`config.mk`:
```
export PLATFORM = sky130hd
export DESIGN_NAME = lights_out_board
export DESIGN_NICKNAME = d
export VERILOG_FILES = /design/src/rtl/lights_out_board_pkg.sv /design/src/rtl/lights_out_board_lfsr16.sv /design/src/rtl/lights_out_board.sv
export SDC_FILE = /design/constraint.sdc
export NUM_CORES = 1
export LEC_CHECK = 0
export BUFFER_PORTS_ARGS = -buffer_cell sky130_fd_sc_hd__buf_4
export CORE_UTILIZATION = 25
export DETAILED_ROUTE_END_ITERATION = 6
export GPL_ROUTABILITY_DRIVEN = 0
export PLACE_DENSITY = 0.39
export SYNTH_ARGS = -nofsm -noshare
export SYNTH_HDL_FRONTEND = slang
export SYNTH_SLANG_ARGS = --single-unit
```
`constraint.sdc`:
```
create_clock -name clk -period 6.1 [get_ports clk]
set_clock_uncertainty 0.2 [all_clocks]
set_input_delay 0.305 -clock clk [delete_from_list [all_inputs] [get_ports clk]]
set_output_delay 0.305 -clock clk [all_outputs]
set_load 0.02 [all_outputs]
```
`src/rtl/lights_out_board_pkg.sv`:
```
// rtl/lights_out_board_pkg.sv - shared board geometry, FSM states and toggle-group helper
// Used by the board generator and by win-checker bench models.
package game_pkg;

  localparam int ROWS  = 4;
  localparam int COLS  = 8;
  localparam int CELLS = 32;

  localparam logic [15:0] LFSR_TAPS = 16'hB400;

  typedef enum logic [1:0] {
    SEED   = 2'd0,
    PLAY   = 2'd1,
    SOLVED = 2'd2
  } game_state_t;

  // Plus-shaped group around idx; neighbours that fall off the board are dropped.
  function automatic logic [31:0] toggle_mask(input logic [4:0] idx);
    logic [31:0] m;
    m = 32'd1 << idx;
    if (idx[2:0] != 3'd0) m = m | (32'd1 << (idx - 5'd1));
    if (idx[2:0] != 3'd7) m = m | (32'd1 << (idx + 5'd1));
    if (idx[4:3] != 2'd0) m = m | (32'd1 << (idx - 5'd8));
    if (idx[4:3] != 2'd3) m = m | (32'd1 << (idx + 5'd8));
    return m;
  endfunction

endpackage

```
`src/rtl/lights_out_board_lfsr16.sv`:
```
// rtl/lights_out_board_lfsr16.sv - 16-bit Galois LFSR, x^16+x^14+x^13+x^11+1
// Free-running; reloads SEED only on reset.
module lfsr16
  import game_pkg::*;
#(
  parameter logic [15:0] SEED = 16'hACE1
) (
  input  logic        clk,
  input  logic        reset,
  output logic [15:0] state
);

  always_ff @(posedge clk) begin
    if (reset) begin
      state <= SEED;
    end else begin
      state <= {1'b0, state[15:1]} ^ (state[0] ? LFSR_TAPS : 16'h0000);
    end
  end

endmodule

```
`src/rtl/lights_out_board.sv`:
```
// rtl/lights_out_board.sv - lights-out game board: seeding, cursor, toggles, solved freeze
// Drives the 32-bit screen-values bus consumed by the win checker.
module lights_out_board
  import game_pkg::*;
#(
  parameter int          NumberOfBits = 31,
  parameter int          SEED_MOVES   = 24,
  parameter logic [15:0] LFSR_SEED    = 16'hACE1
) (
  input  logic                  clk,
  input  logic                  reset,
  input  logic                  new_game,
  input  logic                  btn_left,
  input  logic                  btn_right,
  input  logic                  btn_up,
  input  logic                  btn_down,
  input  logic                  btn_press,
  output logic [NumberOfBits:0] screen_values,
  output logic [4:0]            cursor,
  output logic [9:0]            move_count,
  output logic                  seeding
);

  localparam logic [15:0] SEED_LAST = 16'(SEED_MOVES - 1);

  logic [15:0] lfsr_state;
  logic [4:0]  btn_prev;
  logic        new_game_prev;
  logic [4:0]  btn_edge;
  logic        new_game_edge;
  logic [15:0] seed_cnt;
  logic [31:0] seeded_board;
  game_state_t state;

  lfsr16 #(
    .SEED (LFSR_SEED)
  ) u_lfsr (
    .clk   (clk),
    .reset (reset),
    .state (lfsr_state)
  );

  // Bit order {press, left, right, up, down} matches action priority.
  assign btn_edge      = {btn_press, btn_left, btn_right, btn_up, btn_down} & ~btn_prev;
  assign new_game_edge = new_game & ~new_game_prev;
  assign seeded_board  = screen_values ^ toggle_mask(lfsr_state[4:0]);

  always_ff @(posedge clk) begin
    if (reset) begin
      btn_prev      <= 5'd0;
      new_game_prev <= 1'b0;
      screen_values <= '0;
      cursor        <= 5'd0;
      move_count    <= 10'd0;
      seeding       <= 1'b1;
      seed_cnt      <= 16'd0;
      state         <= SEED;
    end else begin
      btn_prev      <= {btn_press, btn_left, btn_right, btn_up, btn_down};
      new_game_prev <= new_game;
      if (new_game_edge) begin
        screen_values <= '0;
        cursor        <= 5'd0;
        move_count    <= 10'd0;
        seeding       <= 1'b1;
        seed_cnt      <= 16'd0;
        state         <= SEED;
      end else begin
        case (state)
          SEED: begin
            if (SEED_MOVES == 0) begin
              state   <= PLAY;
              seeding <= 1'b0;
            end else begin
              screen_values <= seeded_board;
              if (seed_cnt == SEED_LAST) begin
                seed_cnt <= 16'd0;
                // An all-clear board would be instantly solved, so seed another round.
                if (seeded_board != 32'd0) begin
                  state   <= PLAY;
                  seeding <= 1'b0;
                end
              end else begin
                seed_cnt <= seed_cnt + 16'd1;
              end
            end
          end
          PLAY: begin
            if (screen_values == '0 && move_count != 10'd0) begin
              state <= SOLVED;
            end else if (btn_edge[4]) begin
              screen_values <= screen_values ^ toggle_mask(cursor);
              if (move_count != 10'd1023) move_count <= move_count + 10'd1;
            end else if (btn_edge[3]) begin
              cursor <= cursor - 5'd1;
            end else if (btn_edge[2]) begin
              cursor <= cursor + 5'd1;
            end else if (btn_edge[1]) begin
              cursor <= cursor - 5'd8;
            end else if (btn_edge[0]) begin
              cursor <= cursor + 5'd8;
            end
          end
          SOLVED: begin
          end
          default: begin
            state   <= SEED;
            seeding <= 1'b1;
          end
        endcase
      end
    end
  end

endmodule

```
---- Yosys cells after proc, flatten, opt, wreduce, memory -nomap -nowiden ----
Index checks and enable logic that the tools add are counted.
operators by class
  $add $sub $neg .......................... 10
  equality and inequality tests ........... 13
  shift operators ......................... 10
  muxes and demuxes ....................... 44
  bitwise logic cells ..................... 19
  reductions and logical operators ........ 18
operator list
  cell                                                  number
  2-to-1 mux 32 bit                                     30
  left shift 1 x 5 -> 32 bit, first input constant      10
  bitwise OR 32 bit                                     8
  one-hot mux 32 bit (2 select lines)                   1
  XOR 32 bit                                            2
  logical NOT 32 bit                                    1
  2-to-1 mux 16 bit                                     2
  nonzero test 32 bit                                   1
  2-to-1 mux 5 bit                                      4
  adder 16 x 1 -> 16 bit, second input constant         1
  equality test 16 x 5 -> 1 bit, second input constant  1
  XOR 15 x 16 -> 16 bit                                 1
  != test 2 bit, second input constant                  7
  AND reduction 4 bit                                   3
  adder 10 x 1 -> 10 bit, second input constant         1
  adder 5 x 1 -> 5 bit, second input constant           2
  adder 5 x 4 -> 5 bit, second input constant           2
  != test 10 bit, second input constant                 1
  nonzero test 10 bit                                   1
  subtractor 5 x 1 -> 5 bit, second input constant      2
  subtractor 5 x 4 -> 5 bit, second input constant      2
  2-to-1 mux 2 bit                                      3
  != test 3 bit, second input constant                  2
  one-hot mux 2 bit (3 select lines)                    1
  other kinds (15)                                      25
word-level totals
  register bits ........................... 88
  input port bits ......................... 8
  output and inout port bits .............. 48
  word-level logic and storage cells ...... 123

---- Depth between registers and ports, before layout ----
Gate-level depths: netlist of the first run.
  word-level depth ........................ 34
  mapped depth ............................ 14
  mapped depth without buffers ............ 10

---- Modules after synthesis ----
A second synthesis of the first run with hierarchy kept.
unflattened totals
  cell total of the unflattened synthesis .. 912
  area, all modules ....................... 7,094.3 µm²
by module, submodules not included
  module            instances  cells each  area each (µm²)  sequential area each (µm²)
  lights_out_board  1          876         6,631.4          1,441.4
  lfsr16            1          36          462.9            320.3

---- Worst setup path after synthesis of the first run ----
No wires, ideal clock.
  path type ............................... flip-flop to flip-flop
  start point ............................. reg u_lfsr.state[4]
  end point ............................... reg state[0]
  setup time .............................. 0.117 ns
  arrival time ............................ 3.237 ns
  data required time ...................... 5.783 ns
  path slack .............................. 2.546 ns
  stages on the path, launching flop included .. 14
  path buffers ............................ 3
  period minus slack after synthesis ...... 3.554 ns
  path through ............................ dfxtp_1 buf_2 buf_2 inv_1 ha_1 buf_4 or4b_2 nor2_1 a211oi_2 xnor2_1 or4_4 nor4_2 a21boi_1 a22o_1
between the ends
  cells in the longest elaborated chain, start to end .. 14
  elaborated cells on any way between the ends .. 23
  classes of those cells .................. add/sub (4); eq/ne (2); shift (5); mux (4); bitwise (5); reduce/logical (3)
ends and longest elaborated chain
  item                               RTL line                       RTL
  start: declaration                 lights_out_board_lfsr16.sv:10  output logic [15:0] state
  start signal: assignment           lights_out_board_lfsr16.sv:17  state <= {1'b0, state[15:1]} ^ (state[0] ? LFSR_TAPS : 16'h0000);
  subtractor 5 x 1 -> 5 bit          lights_out_board_pkg.sv:21     if (idx[2:0] != 3'd0) m = m | (32'd1 << (idx - 5'd1));
  left shift 1 x 5 -> 32 bit         lights_out_board_pkg.sv:21
  bitwise OR 32 bit                  lights_out_board_pkg.sv:21
  2-to-1 mux 32 bit                  lights_out_board_pkg.sv:21
  bitwise OR 32 bit                  lights_out_board_pkg.sv:22     if (idx[2:0] != 3'd7) m = m | (32'd1 << (idx + 5'd1));
  2-to-1 mux 32 bit                  lights_out_board_pkg.sv:22
  bitwise OR 32 bit                  lights_out_board_pkg.sv:23     if (idx[4:3] != 2'd0) m = m | (32'd1 << (idx - 5'd8));
  2-to-1 mux 32 bit                  lights_out_board_pkg.sv:23
  bitwise OR 32 bit                  lights_out_board_pkg.sv:24     if (idx[4:3] != 2'd3) m = m | (32'd1 << (idx + 5'd8));
  2-to-1 mux 32 bit (*)              lights_out_board_pkg.sv:24
  XOR 32 bit (*)                     lights_out_board.sv:46         assign seeded_board = screen_values ^ toggle_mask(lfsr_state[4:0]);
  nonzero test 32 bit (*)            lights_out_board.sv:79         if (seeded_board != 32'd0) begin
  != test 2 bit (no line) (*)        n/a
  AND reduction 4 bit (no line) (*)  n/a
  end signal: assignment             lights_out_board.sv:57         state <= SEED;
  end signal: assignment             lights_out_board.sv:80         state <= PLAY;
  end signal: assignment             lights_out_board.sv:90         state <= SOLVED;
  end: declaration                   lights_out_board.sv:33         game_state_t state;
Mark *: on every way between the ends. The rest lies on a longest branch, timed or not.
A chain may end at the register's enable or synchronous reset.

---- Worst setup path after layout of the first run ----
  start point ............................. reg u_lfsr.state[3]
  end point ............................... reg state[0]
The elaborated chain is that of the path after synthesis.

==> results.cfg, run 1 <==
[setup_path]
crit_arrival_ps = 4570
crit-reg2reg-launch = u_lfsr.state[3]$_SDFF_PP0_
crit_type = flop to flop
start_kind = flop
startpoint = u_lfsr.state[3]$_SDFF_PP0_
endpoint_kind = flop
rrSetupSlack_ps = 1580
critPathMaxFanout = 44
worstPathRequired_ps = 6150

[yosys]
ys_seq_area_share_pct = 26.1
syn_inst = 882
synth-seq-cells = 88
synth_warnings = 0
synth.avg_cell_area_um2 = 7.64
synth_edf_count = 0
synthTopCellsByArea = dfxtp_1, nor2_1, xnor2_1, ha_1, o22ai_1
syn_nets = 911
async_reset_ff_share_pct = 0
netlist_area_mm2 = 0.00674
yosysTopAreaCellShare_pct = 26.1
synth_top_area_cell = dfxtp_1
synth_cell_type_count = 86
synth_flop_cell = dfxtp_1

[global_routing]
grt_first_pass_wirelength_um = 39600
grt-ovfl-total = 0
grt_max_degree = 51
grt_pass1_vias = 6357
track_usage_pct = 18.5
antenna_found_initial = 0

[sta]
relSlewSlack_pct = 19.2
setup_viol = 0
finalHoldViolCount = 0
fmax_mhz = 221
slew_violations = 0
min_period_ps = 4520
setup-tns-final_ps = 0
period_share_pct = 74.1
rsz0062_at_grt = no
whs_ps = 19.1
worst_pin_slew_ps = 1210

[power_and_ir_drop]
pwr-share-seq_pct = 42.4
p_sw_w = 0.000441
vdd_drop_max_uv = 99.5
leakage_nw = 2.95
pwr-share-clk_pct = 40.3
p_int_w = 0.00101
p_per_area_mw_per_mm2 = 188
swShare_pct = 30.3
comb_power_share_pct = 17.4

[die]
die_area_mm2 = 0.0276
initial_core_util_pct = 25.7
io_pins = 56
fp.dieW_um = 166
rows = 59
fp.dieH_um = 166
core_area_mm2 = 0.0263

[min_path]
hp-class = primary input to flop
min_from = btn_press

[clock_tree]
htree_levels = 3
cts_root_buf = clkbuf_16
clk_latency_ps = 360
clock_path_buffers = 2
cts_sinks = 88
cts.clk_slew.worst_paths_ps = 70
postCtsResizedCells = 0
numCtsBuffers = 9
cts_tree = done

[place]
io_buffers = 55
dp_hpwl_um = 18700

[drt]
drc = 1
firstDrtPassIters = 7
wl_um = 25800
wl_per_cell_um = 20.6
routed_via_density = 5.50
ant_nets = 0
detail_route.iter0.violations = 718
vias = 6869

[run]
drv_cap = 0

[layout]
num_antenna_cells = 0
layout-drive-gt1-share_pct = 13.0
fill_cells = 2887
area_delta_synth_final_pct = 14.4
fin_nets = 938

[status]
outcome = complete, but fails checks
violations = design-rule violations
per-layer routing:
| metal | global-route usage (%) | share of wire, % | vias up |
|---|---|---|---|
| met4 | 6.04 | 2.2 | 0 |
| met3 | 2.67 | 4.9 | 34 |
| met2 | 29.2 | 46 | 213 |
| li1 | - | - | 3292 |
| met1 | 25.7 | 47 | 3330 |
| met5 | 0 | 0 | - |
worst paths after layout:
kind                                end  cells past startpoint
max               state[0]$_SDFFE_PP0P_                     11
min              btn_prev[4]$_SDFF_PP0_                      3
max reg2reg       state[0]$_SDFFE_PP0P_                     11
min reg2reg  u_lfsr.state[6]$_SDFF_PP1_                      1
worst max-delay path: stages (launching register included):
cell      delay (ps)
dfxtp_1          310
buf_4            380
clkinv_1         460
ha_1             670
or4b_2           640
nor2_1           140
a211oi_2          80
xnor2_1          170
or4_4            560
nor4_2           420
a21boi_1         150
a22o_1           210
registers in the layout, summed over array words and instances, names as in the netlist:
register and count:
move_count 10, u_lfsr.state 16, screen_values 32, cursor 5, state 2, seeding 1, new_game_prev 1, seed_cnt 16
btn_prev 5
synthesized netlist by cell type (all sizes together) (4+ instances only):
cell and number:
clkbuf 29, o21ai 44, nand3b 5, nor2b 19
nand2b 20, nor3 14, dfxtp 88, o21a 6
inv 24, a221oi 4, or2 14, nand2 47
nand4 10, and2 8, a211oi 11, nand4b 4
a31oi 8, o31ai 11, xnor2 35, nor4 19
a21oi 44, ha 21, mux2i 11, nor4b 4
buf 23, xor2 25, nor2 120, o221ai 5
or3 10, or4 7, o211ai 5, o22ai 41
and3 13, nand3 33, a22oi 16, mux2 4
a32oi 5, a21o 25
area by class of cell:
| class | count | area, µm² | area share [%] |
|---|---|---|---|
| Multi-Input combinational cell | 715 | 4610 | 59.8 |
| Timing Repair Buffer | 68 | 523 | 6.78 |
| Clock inverter | 6 | 67.6 | 0.876 |
| Tap cell | 335 | 419 | 5.43 |
| Inverter | 27 | 101 | 1.31 |
| Sequential cell | 88 | 1760 | 22.8 |
| Clock buffer | 10 | 229 | 2.97 |
per-stage QoR:
step           setup slack [ps]  instance area [µm²]  util (%)  cells  power, W
3_3_place_gp               1710                 7370      28.0   1228  0.000879
5_1_grt                    1410                 7710      29.4   1249   0.00151
6_report                   1580                 7710      29.4   1249   0.00145
2_1_floorplan              2550                 6740         -    882  0.000796
4_1_cts                    1640                 7710      29.4   1249   0.00147
3_5_place_dp               1680                 7370      28.0   1228  0.000875
repair_timing:
item	in CTS	in global routing
hold endpoints to repair	5	0
hold buffers	5	0
buffers inserted	0	0
endpoints found under the setup margin	0	0
logic make-up (layout without fill, tap and decap cells):
logic type / count (synthesis) / after routing / synth area share [%]
and+or+nand+nor: 365 / 365 / 28.6
AOI/OAI and AO/OA: 254 / 254 / 25.5
DFF: 88 / 88 / 26.1
buffers and inverters: 79 / 111 / 5.57
xor gates and xnor gates: 60 / 60 / 7.90
adders and majority gates: 21 / 21 / 3.90
muxes: 15 / 15 / 2.41
cell usage in the layout (no fill, tap or decap), drive strengths merged, types with 6 or more instances in the layout:
master / netlist / final
nor3: 14 / 14
o21a: 6 / 6
o21ai: 44 / 44
inv: 24 / 26
buf: 23 / 63
nor2: 120 / 120
o31ai: 11 / 11
nand4: 10 / 10
a21oi: 44 / 44
or4: 7 / 7
and2: 8 / 8
dfxtp: 88 / 88
ha: 21 / 21
a22oi: 16 / 16
mux2i: 11 / 11
o22ai: 41 / 41
nor4: 19 / 19
a31oi: 8 / 8
and3: 13 / 13
nor2b: 19 / 19
nand3: 33 / 33
or2: 14 / 14
clkbuf: 29 / 10
or3: 10 / 10
nand2: 47 / 47
xnor2: 35 / 35
a211oi: 11 / 11
nand2b: 20 / 20
xor2: 25 / 25
a21o: 25 / 25
power by group through the flow:
stage | Clock, W | Combinational (W) | Sequential, W
after floorplan | 0 | 0.000166 | 0.000629
after global placement | 0 | 0.000249 | 0.000629
after detailed placement | 0 | 0.000246 | 0.000629
after CTS | 0.000605 | 0.000250 | 0.000615
after global routing | 0.000624 | 0.000271 | 0.000618
final | 0.000585 | 0.000252 | 0.000615
Note: power is estimated with default switching activity, not from simulation.
==> run 2, diff against run 1 <==
Clock period 6.1 ns to 4.5 ns, I/O delays scaled along.
==> results.cfg, run 2 (synthesized netlist as in run 1, its figures left out) <==
[layout]
largest_registers = screen_values x32, seed_cnt x16, u_lfsr.state x16
fin_nets = 944
area_delta_synth_final_pct = 15.0
num_antenna_cells = 0
layout-drive-gt1-share_pct = 13.4
layout_common_cells = nor2_1, dfxtp_1, buf_4
largest_reg_flops = 32
regMostFlops = screen_values
final_cells = 1255
mostFrequentLayoutCell = nor2_1

[die]
die_area_mm2 = 0.0276
initial_core_util_pct = 25.7
fp.dieH_um = 166
rows = 59
io_pins = 56
core_area_mm2 = 0.0263
fp.dieW_um = 166

[sta]
rsz0062_at_grt = no
min_period_ps = 3660
relSlewSlack_pct = 27.3
setup-tns-final_ps = 0
slew_violations = 0
worst_pin_slew_ps = 1090
finalHoldViolCount = 0
period_share_pct = 81.3
setup_viol = 0
fmax_mhz = 273

[drt]
wl_um = 25400
detail_route.iter0.violations = 556
routed_via_density = 5.39
firstDrtPassIters = 7
ant_nets = 0
wl_per_cell_um = 20.3
drc = 1
vias = 6768

[clock_tree]
cts_sinks = 88
numCtsBuffers = 9
cts_tree = done
postCtsResizedCells = 0
cts.clk_slew.worst_paths_ps = 70
clk_latency_ps = 360
clock_path_buffers = 2
post_cts_buffers = 0
htree_levels = 3
cts_root_buf = clkbuf_16

[power_and_ir_drop]
p_int_w = 0.00137
swShare_pct = 29.8
finalPower_w = 0.00195
pwr-share-seq_pct = 42.5
vdd_drop_max_uv = 152
leakage_nw = 2.97
p_per_area_mw_per_mm2 = 252
comb_power_share_pct = 17.8
pwr-share-clk_pct = 39.7
p_sw_w = 0.000583

[min_path]
hp-class = primary input to flop

[status]
violations = design-rule violations
outcome = complete, but fails checks

[global_routing]
track_usage_pct = 18.3
grt-ovfl-total = 0
grt_pass1_vias = 6341
grt_first_pass_wirelength_um = 39200
grt_max_degree = 51
antenna_found_initial = 0

[run]
drv_cap = 0

[setup_path]
endpoint_kind = flop
worst-path-buf-inv = 0
crit_chain = and2_1 -> ha_1 -> nor4b_1 -> o21ai_0 -> mux2i_1 -> a211oi_1 -> or4_4 -> nor3_1 -> a21boi_1 -> a22o_1
worstPathRequired_ps = 4550
critPathSlowestCell = ha_1
max_stage_delay_ps = 740
crit_type = flop to flop
start_kind = flop
crit_arrival_ps = 3710
critPathMaxFanout = 22
crit_family = simple AND/OR/NAND/NOR gates

[place]
io_buffers = 55
placedCellCount = 1233
dp_hpwl_um = 18800
[run 2: per-stage QoR]
step | hold slack (ps) | setup slack (ps) | cell area, µm² | util (%)
6_report | 31.8 | 840 | 7760 | 29.5
5_1_grt | 37.6 | 603 | 7760 | 29.5
4_1_cts | 32.0 | 899 | 7760 | 29.5
3_5_place_dp | 196 | 920 | 7410 | 28.2
3_3_place_gp | 192 | 898 | 7410 | 28.2
2_1_floorplan | 96.6 | 946 | 6740 | -
[run 2: power groups by stage]
stage | Sequential (W) | Clock (W) | Combinational [W]
after floorplan | 0.000853 | 0 | 0.000226
after global placement | 0.000849 | 0 | 0.000346
after detailed placement | 0.000849 | 0 | 0.000341
after CTS | 0.000831 | 0.000812 | 0.000346
after global routing | 0.000834 | 0.000842 | 0.000374
final | 0.000830 | 0.000775 | 0.000348
[run 2: worst paths after layout]
kind	from	end	slack, ps	cells past startpoint
min reg2reg	u_lfsr.state[8]$_SDFF_PP0_	u_lfsr.state[7]$_SDFF_PP1_	210	1
max	u_lfsr.state[0]$_SDFF_PP1_	state[0]$_SDFFE_PP0P_	840	10
max reg2reg	u_lfsr.state[0]$_SDFF_PP1_	state[0]$_SDFFE_PP0P_	840	10
min	reset	u_lfsr.state[2]$_SDFF_PP0_	30	2
[run 2: final cells by class]
cell class                 instances  area, µm²
tap                              335        419
fill                            2937      18500
inverter                          27        101
multi-input combinational        715       4610
clock buffer                      11        233
sequential                        88       1760
timing repair buffer              74        571
clock inverter                     5       57.6
[run 2: layer usage]
| layer | GRT usage, % | routed length (µm) |
|---|---|---|
| met4 | 4.35 | 395 |
| met5 | 0 | 0 |
| met3 | 2.93 | 1180 |
| met2 | 29.5 | 11600 |
| met1 | 25.5 | 12200 |
[run 2: worst register-to-register path, cell delays in order, from the launching register on]
cell and delay [ps]:
dfxtp_1 330, and2_1 190, ha_1 740, nor4b_1 160
o21ai_0 510, mux2i_1 270, a211oi_1 140, or4_4 550
nor3_1 150, a21boi_1 110, a22o_1 210
[run 2: repair_timing]
item / in CTS / in global routing
hold endpoints to repair: 6 / 0
hold buffers: 6 / 0
endpoints found under the setup margin: 0 / 0
